## config.mk

```make
export PLATFORM = sky130hd
export DESIGN_NAME = tlul_sram_responder
export DESIGN_NICKNAME = d
export VERILOG_FILES = /design/src/rtl/tlul_pkg.sv /design/src/rtl/tlul_sram_pkg.sv /design/src/rtl/tlul_rsp_fifo.sv /design/src/rtl/tlul_sram_responder.sv
export SDC_FILE = /design/constraint.sdc
export NUM_CORES = 1
export LEC_CHECK = 0
export ABC_AREA = 1
export BUFFER_PORTS_ARGS = -buffer_cell sky130_fd_sc_hd__buf_4
export CAP_MARGIN = 0
export CORE_UTILIZATION = 45
export DETAILED_ROUTE_END_ITERATION = 7
export PLACE_DENSITY_LB_ADDON = 0.3
export SLEW_MARGIN = 10
export SYNTH_ARGS = -nofsm -noshare
export SYNTH_HDL_FRONTEND = slang
export SYNTH_SLANG_ARGS = --single-unit
export TNS_END_PERCENT = 20
```

## constraint.sdc

```tcl
create_clock -name clk_i -period 6.2 [get_ports clk_i]
set_input_delay 1.55 -clock clk_i [delete_from_list [all_inputs] [get_ports clk_i]]
set_output_delay 1.55 -clock clk_i [all_outputs]
set_load 0.02 [all_outputs]
```

## src/rtl/tlul_pkg.sv

```systemverilog
// Minimal TileLink-UL channel types shared by crossbar-facing blocks.
// Covers only the A/D fields this SRAM responder needs (32-bit data bus).
package tlul_pkg;

    typedef enum logic [2:0] {
        PutFullData    = 3'h0,
        PutPartialData = 3'h1,
        Get            = 3'h4
    } tl_a_op_e;

    typedef enum logic [2:0] {
        AccessAck     = 3'h0,
        AccessAckData = 3'h1
    } tl_d_op_e;

    localparam logic [15:0] TL_D_USER_DEFAULT = 16'h0000;

    typedef struct packed {
        logic        a_valid;
        tl_a_op_e    a_opcode;
        logic [2:0]  a_param;
        logic [1:0]  a_size;
        logic [7:0]  a_source;
        logic [31:0] a_address;
        logic [3:0]  a_mask;
        logic [31:0] a_data;
        logic [15:0] a_user;
        logic        d_ready;
    } tl_h2d_t;

    typedef struct packed {
        logic        d_valid;
        tl_d_op_e    d_opcode;
        logic [2:0]  d_param;
        logic [1:0]  d_size;
        logic [7:0]  d_source;
        logic        d_sink;
        logic [31:0] d_data;
        logic [15:0] d_user;
        logic        d_error;
        logic        a_ready;
    } tl_d2h_t;

endpackage

```

## src/rtl/tlul_sram_pkg.sv

```systemverilog
// Response-entry type and request legality helpers for the TL-UL SRAM responder.
// Error detection is purely combinational on the A channel.
package tlul_sram_pkg;
    import tlul_pkg::*;

    typedef struct packed {
        tl_d_op_e    opcode;
        logic [1:0]  size;
        logic [7:0]  source;
        logic        error;
        logic [31:0] data;
    } rsp_entry_t;

    function automatic logic [3:0] lane_mask(input logic [1:0] size, input logic [1:0] addr_lo);
        logic [3:0] m;
        case (size)
            2'd0:    m = 4'b0001 << addr_lo;
            2'd1:    m = addr_lo[1] ? 4'b1100 : 4'b0011;
            default: m = 4'b1111;
        endcase
        return m;
    endfunction

    function automatic logic is_put(input tl_a_op_e op);
        return (op == PutFullData) || (op == PutPartialData);
    endfunction

    function automatic logic req_error(input tl_h2d_t req);
        logic bad_op;
        logic bad_size;
        logic misaligned;
        logic bad_full_mask;
        logic empty_mask;
        bad_op        = !(is_put(req.a_opcode) || (req.a_opcode == Get));
        bad_size      = (req.a_size > 2'd2);
        misaligned    = ((req.a_size == 2'd1) && req.a_address[0]) ||
                        ((req.a_size == 2'd2) && (req.a_address[1:0] != 2'b00));
        bad_full_mask = (req.a_opcode == PutFullData) &&
                        (req.a_mask != lane_mask(req.a_size, req.a_address[1:0]));
        empty_mask    = is_put(req.a_opcode) && (req.a_mask == 4'h0);
        return bad_op || bad_size || misaligned || bad_full_mask || empty_mask;
    endfunction

endpackage

```

## src/rtl/tlul_rsp_fifo.sv

```systemverilog
// Circular response buffer with occupancy count; push while full and pop
// while empty are ignored so the caller only has to gate on its own credit.
module tlul_rsp_fifo #(
    parameter int  DEPTH = 3,
    parameter type T     = logic,
    localparam int PTR_W = (DEPTH > 1) ? $clog2(DEPTH) : 1,
    localparam int CNT_W = $clog2(DEPTH + 1)
) (
    input  logic             clk_i,
    input  logic             rst_i,
    input  logic             push_i,
    input  T                 wdata_i,
    input  logic             pop_i,
    output T                 rdata_o,
    output logic [CNT_W-1:0] count_o,
    output logic             full_o,
    output logic             empty_o
);

    T                 mem_q [DEPTH];
    T                 mem_d [DEPTH];
    logic [PTR_W-1:0] wptr_q, wptr_d;
    logic [PTR_W-1:0] rptr_q, rptr_d;
    logic [CNT_W-1:0] count_q, count_d;
    logic             push_ok;
    logic             pop_ok;

    function automatic logic [PTR_W-1:0] ptr_inc(input logic [PTR_W-1:0] p);
        return (p == PTR_W'(DEPTH - 1)) ? '0 : p + 1'b1;
    endfunction

    assign full_o  = (count_q == CNT_W'(DEPTH));
    assign empty_o = (count_q == '0);
    assign count_o = count_q;
    assign rdata_o = mem_q[rptr_q];

    always_comb begin
        push_ok = push_i && !full_o;
        pop_ok  = pop_i && !empty_o;
        wptr_d  = push_ok ? ptr_inc(wptr_q) : wptr_q;
        rptr_d  = pop_ok ? ptr_inc(rptr_q) : rptr_q;
        count_d = count_q;
        if (push_ok && !pop_ok) begin
            count_d = count_q + 1'b1;
        end else if (pop_ok && !push_ok) begin
            count_d = count_q - 1'b1;
        end
        mem_d = mem_q;
        if (push_ok) begin
            mem_d[wptr_q] = wdata_i;
        end
    end

    always_ff @(posedge clk_i) begin
        if (rst_i) begin
            wptr_q  <= '0;
            rptr_q  <= '0;
            count_q <= '0;
        end else begin
            wptr_q  <= wptr_d;
            rptr_q  <= rptr_d;
            count_q <= count_d;
        end
    end

    // Storage needs no reset: it is only observed through a valid count.
    always_ff @(posedge clk_i) begin
        mem_q <= mem_d;
    end

endmodule

```

## src/rtl/tlul_sram_responder.sv

```systemverilog
// TL-UL device adapter for a single-port SRAM with 1-cycle read latency.
// A fire -> pend stage (waits for read data) -> response FIFO -> D channel.
module tlul_sram_responder
    import tlul_pkg::*;
    import tlul_sram_pkg::*;
#(
    parameter int SRAM_AW   = 14,
    parameter int RSP_DEPTH = 3
) (
    input  logic               clk_i,
    input  logic               rst_i,
    input  tl_h2d_t            tl_i,
    output tl_d2h_t            tl_o,
    output logic               sram_req_o,
    output logic               sram_we_o,
    output logic [SRAM_AW-1:0] sram_addr_o,
    output logic [31:0]        sram_wdata_o,
    output logic [31:0]        sram_wmask_o,
    input  logic [31:0]        sram_rdata_i
);

    localparam int CNT_W = $clog2(RSP_DEPTH + 1);
    localparam int OCC_W = CNT_W + 1;

    logic             a_ready;
    logic             a_fire;
    logic             a_err;
    logic             a_put;
    logic [OCC_W-1:0] occupancy;

    logic             pend_valid_q, pend_valid_d;
    rsp_entry_t       pend_q, pend_d;

    rsp_entry_t       fifo_wdata;
    rsp_entry_t       fifo_rdata;
    logic [CNT_W-1:0] fifo_count;
    logic             fifo_full;
    logic             fifo_empty;
    logic             fifo_pop;
    logic             d_valid;
    logic             unused_pend_data;

    // Credit counts the pend stage too, so a_ready never looks at d_ready.
    assign occupancy = OCC_W'(fifo_count) + OCC_W'(pend_valid_q);
    assign a_ready   = !rst_i && !fifo_full && (occupancy < OCC_W'(RSP_DEPTH));
    assign a_fire    = tl_i.a_valid && a_ready;
    assign a_err     = req_error(tl_i);
    assign a_put     = is_put(tl_i.a_opcode);

    assign sram_req_o   = a_fire && !a_err;
    assign sram_we_o    = sram_req_o && a_put;
    assign sram_addr_o  = sram_req_o ? tl_i.a_address[SRAM_AW+1:2] : '0;
    assign sram_wdata_o = sram_we_o ? tl_i.a_data : '0;
    assign sram_wmask_o = sram_we_o ? {{8{tl_i.a_mask[3]}}, {8{tl_i.a_mask[2]}},
                                       {8{tl_i.a_mask[1]}}, {8{tl_i.a_mask[0]}}} : '0;

    always_comb begin
        pend_valid_d = a_fire;
        pend_d       = pend_q;
        if (a_fire) begin
            pend_d.opcode = (tl_i.a_opcode == Get) ? AccessAckData : AccessAck;
            pend_d.size   = tl_i.a_size;
            pend_d.source = tl_i.a_source;
            pend_d.error  = a_err;
            pend_d.data   = '0;
        end
    end

    always_ff @(posedge clk_i) begin
        if (rst_i) begin
            pend_valid_q <= 1'b0;
            pend_q       <= '0;
        end else begin
            pend_valid_q <= pend_valid_d;
            pend_q       <= pend_d;
        end
    end

    always_comb begin
        fifo_wdata      = pend_q;
        fifo_wdata.data = (!pend_q.error && (pend_q.opcode == AccessAckData)) ? sram_rdata_i : '0;
    end

    assign unused_pend_data = ^pend_q.data;

    tlul_rsp_fifo #(
        .DEPTH (RSP_DEPTH),
        .T     (rsp_entry_t)
    ) u_rsp_fifo (
        .clk_i   (clk_i),
        .rst_i   (rst_i),
        .push_i  (pend_valid_q),
        .wdata_i (fifo_wdata),
        .pop_i   (fifo_pop),
        .rdata_o (fifo_rdata),
        .count_o (fifo_count),
        .full_o  (fifo_full),
        .empty_o (fifo_empty)
    );

    assign d_valid  = !rst_i && !fifo_empty;
    assign fifo_pop = d_valid && tl_i.d_ready;

    always_comb begin
        tl_o         = '0;
        tl_o.a_ready = a_ready;
        tl_o.d_user  = TL_D_USER_DEFAULT;
        if (d_valid) begin
            tl_o.d_valid  = 1'b1;
            tl_o.d_opcode = fifo_rdata.opcode;
            tl_o.d_size   = fifo_rdata.size;
            tl_o.d_source = fifo_rdata.source;
            tl_o.d_data   = fifo_rdata.data;
            tl_o.d_error  = fifo_rdata.error;
        end
    end

endmodule

```

==> summary.md <==
| Metric | Value |
|---|---|
| Most frequent cell after synthesis | `nand2_1` |
| Initial DRC Count | `287` |
| Ant diodes | `0` |
| Initial antenna violation count | `0` |
| Max-Cap Viols | `0` |
| Yosys top cell area share | `54.96%` |
| EDFF count, synth | `132` |
| CTS root buf | `clkbuf_16` |
| CP Capture Type | `primary output` |
| IO Pins | `284` |
| F_max | `0.1911 GHz` |
| Average cell area after synthesis | `9.199 um2` |
| Die height | `128.6 um` |
| CP top delay family | `simple AND/OR/NAND/NOR gates` |
| FFs w/ async S/R, synth | `0%` |
| CTS max path bufs | `2` |
| Multi-input combinational cell area | `1926 um2` |
| Min-delay worst type | `reg -> reg` |
| Routability cong. | `0.8175` |
| Worst setup SP type | `input port` |
| Synthesized area | `7212 um2` |
| Cts bufs inserted | `17` |
| IO Port Bufs | `226` |
| Largest area contributor in the netlist | `edfxtp_1` |
| Final hold slack | `0.4772 ns` |
| Clock Sinks | `151` |
| Cells after Synth | `784` |
| CTS tree | `built` |
| Setup Buffers After CTS | `0` |
| Min cycle time layout | `5.234 ns` |
| Crit path kind | `in -> out` |
| Detailed Routing Iterations Pass 1 | `4` |
| Main synth FF type | `edfxtp_1` |
| Area grow syn2layout | `30.71%` |
| RSZ-0062 raised after global routing | `false` |
| Synth Area in XOR/XNOR | `0%` |
| Post-DRT Antenna Nets | `0` |
| Dpl hpwl | `10800 um` |
| DR vias | `5532` |
| CP max stage cell | `nor2_1` |
| Worst slew pin tran | `1.195 ns` |
| WP buf/inv | `3` |
| Final WL | `16440 um` |
| Final hold vios | `0` |
| Routed vias/inst | `4.629` |
| Largest family of logic cells by synthesized area | `simple AND/OR/NAND/NOR gates` |
| Clk slew on worst S/H paths | `0.05 ns` |
| Setup_tns | `0 ns` |
| Post-synth top cells | `nand2_1, inv_1, edfxtp_1` |
| Synth cell types | `28` |
| H-tree depth | `4` |
| Max VDD drop | `0.2279 mV` |
| Placed insts | `1163` |
| Share of cells above drive strength 1 | `29.27%` |
| Status | `complete, no violations` |
| Rel. slew slack | `20.12%` |
| Standard-cell rows | `45` |
| Peak fanout along the critical path | `37` |
| Synth Area in Simple Gates | `22.03%` |
| Fin nets | `1110` |
| GRT Residual Overflow | `0` |
| Largest net degree at the start of global routing | `49` |
| Cell mode on critical path | `buf_4` |
| GR Util All Layers | `20.00%` |
| Post-synthesis mux area share | `0%` |
| First-pass GRT wire length | `24970 um` |
| CP max stage delay | `0.57 ns` |
| Post_cts resized | `0` |
| Worst slack, placed | `0.9237 ns` |
| Fillers | `1383` |
| Die area | `16540 um2` |
| Cell Chain, Critical Path | `buf_4 > inv_2 > nand2_2 > a211oi_4 > nand3_2 > nor2_4 > nand3_4 > nor2_1 > buf_4` |
| Adder-cell area share of the yosys netlist | `0.5205%` |
| Pwr dens | `276.5 nW/um2` |
| Worst Slack Setup Final | `0.9659 ns` |
| Final setup fails | `0` |
| WP data required | `4.65 ns` |
| Synth Area in Compound Gates | `2.325%` |
| Fin crit share | `84.42%` |
| CP arrival | `3.68 ns` |
| Top cells by area, synth | `edfxtp_1, nand2_1, inv_1, nand3_1, buf_4` |
| Vias in the first global route | `5035` |
| Fin Clk Skew | `0.009748 ns` |
| Avg WL per Cell | `13.75 um` |
| Fraction of the yosys area taken by sequential cells | `60.24%` |
| FF/Latch Area | `4345 um2` |
| Yosys warnings | `0` |
| Die X | `128.6 um` |
| Leakage | `4.676 nW` |
| Pins Over Slew Limit | `0` |
| Clock Latency Late Sink | `0.41 ns` |
| Layout Utilization | `61.10%` |
| Cts hold-fix bufs | `0` |
| # DRC | `0` |
| Core ar. | `15430 um2` |
| Starting Density | `46.75%` |
| Finished Layout Cells | `1195` |
| Number of synthesized register bits | `151` |
==> power by group <==
group	leakage, nW	total (W)	switching, W	internal, W
combinational	2.99	0.000379	0.000233	0.000146
clock	0.293	0.00105	0.000372	0.000681
sequential	1.39	0.00117	0.0000263	0.00115
total	4.68	0.00261	0.000631	0.00198
==> final timing paths <==
path | from | to | depth (start not counted) | slack (ns)
worst min register to register | fifo_wdata[35]$_SDFFE_PP0P_ | u_rsp_fifo.mem_q[35]$_DFFE_PP_ | 0 | 0.48
worst max register to register | u_rsp_fifo.count_o[0]$_SDFFE_PP0P_ | u_rsp_fifo.count_o[1]$_SDFFE_PP0P_ | 9 | 3.74
worst max-delay path | rst_i | sram_wmask_o[30] | 9 | 0.97
worst min-delay path | fifo_wdata[35]$_SDFFE_PP0P_ | u_rsp_fifo.mem_q[35]$_DFFE_PP_ | 0 | 0.48
==> cell type report <==
| type | instances | area share [%] |
|---|---|---|
| multi-input cells | 428 | 20.43 |
| clock buffers | 19 | 4.699 |
| flip-flops and latches | 151 | 46.10 |
| repair buffers | 232 | 18.48 |
| well taps | 211 | 2.801 |
| clock inverters | 13 | 1.885 |
| inverters | 141 | 5.615 |
==> flip-flops by register name, indices dropped and copies added (netlist names) <==
register            cells
u_rsp_fifo.rptr_q       2
u_rsp_fifo.wptr_q       2
u_rsp_fifo.count_o      2
fifo_wdata             12
u_rsp_fifo.mem_q      132
pend_valid_q            1
==> stage by stage <==
step | power, W | instance area [um2]
after floorplan | 0.001431 | 7291
after global placement | 0.001576 | 8806
after detailed placement | 0.001578 | 8806
after CTS | 0.002623 | 9427
after global routing | 0.002707 | 9427
final | 0.002607 | 9427
==> kinds of logic after synthesis <==
group,count (synthesis)
buf+inv,226
flops,151
simple gates,373
other cells,1
fa+ha+maj,3
compound gates,30
==> layout by cell type, fill, tap and decap left out <==
cell type,count
buf_4,232
nand2_1,163
inv_1,138
edfxtp_1,132
nand3_1,93
nor2_1,93
conb_1,22
dfxtp_1,18
o21ai_0,17
clkbuf_16,17
a21oi_1,10
nor2_2,9
nor2_4,7
bufinv_16,4
clkinvlp_4,4
ha_1,3
clkinv_2,3
inv_2,2
clkinv_1,2
nand2_2,2
or2_2,1
a21oi_4,1
nor3_1,1
nand4_1,1
nor3b_1,1
a211oi_4,1
nand3_2,1
nand3_4,1
a211oi_1,1
clkbuf_8,1
inv_6,1
clkbuf_1,1
dfxtp_2,1
==> metal layers <==
layer	wire, um	track usage, %
met5	0	0
met3	1222	4.366
met4	165	6.228
met1	5875	21.82
met2	9171	38.35
(Power assumes the default switching activity.)
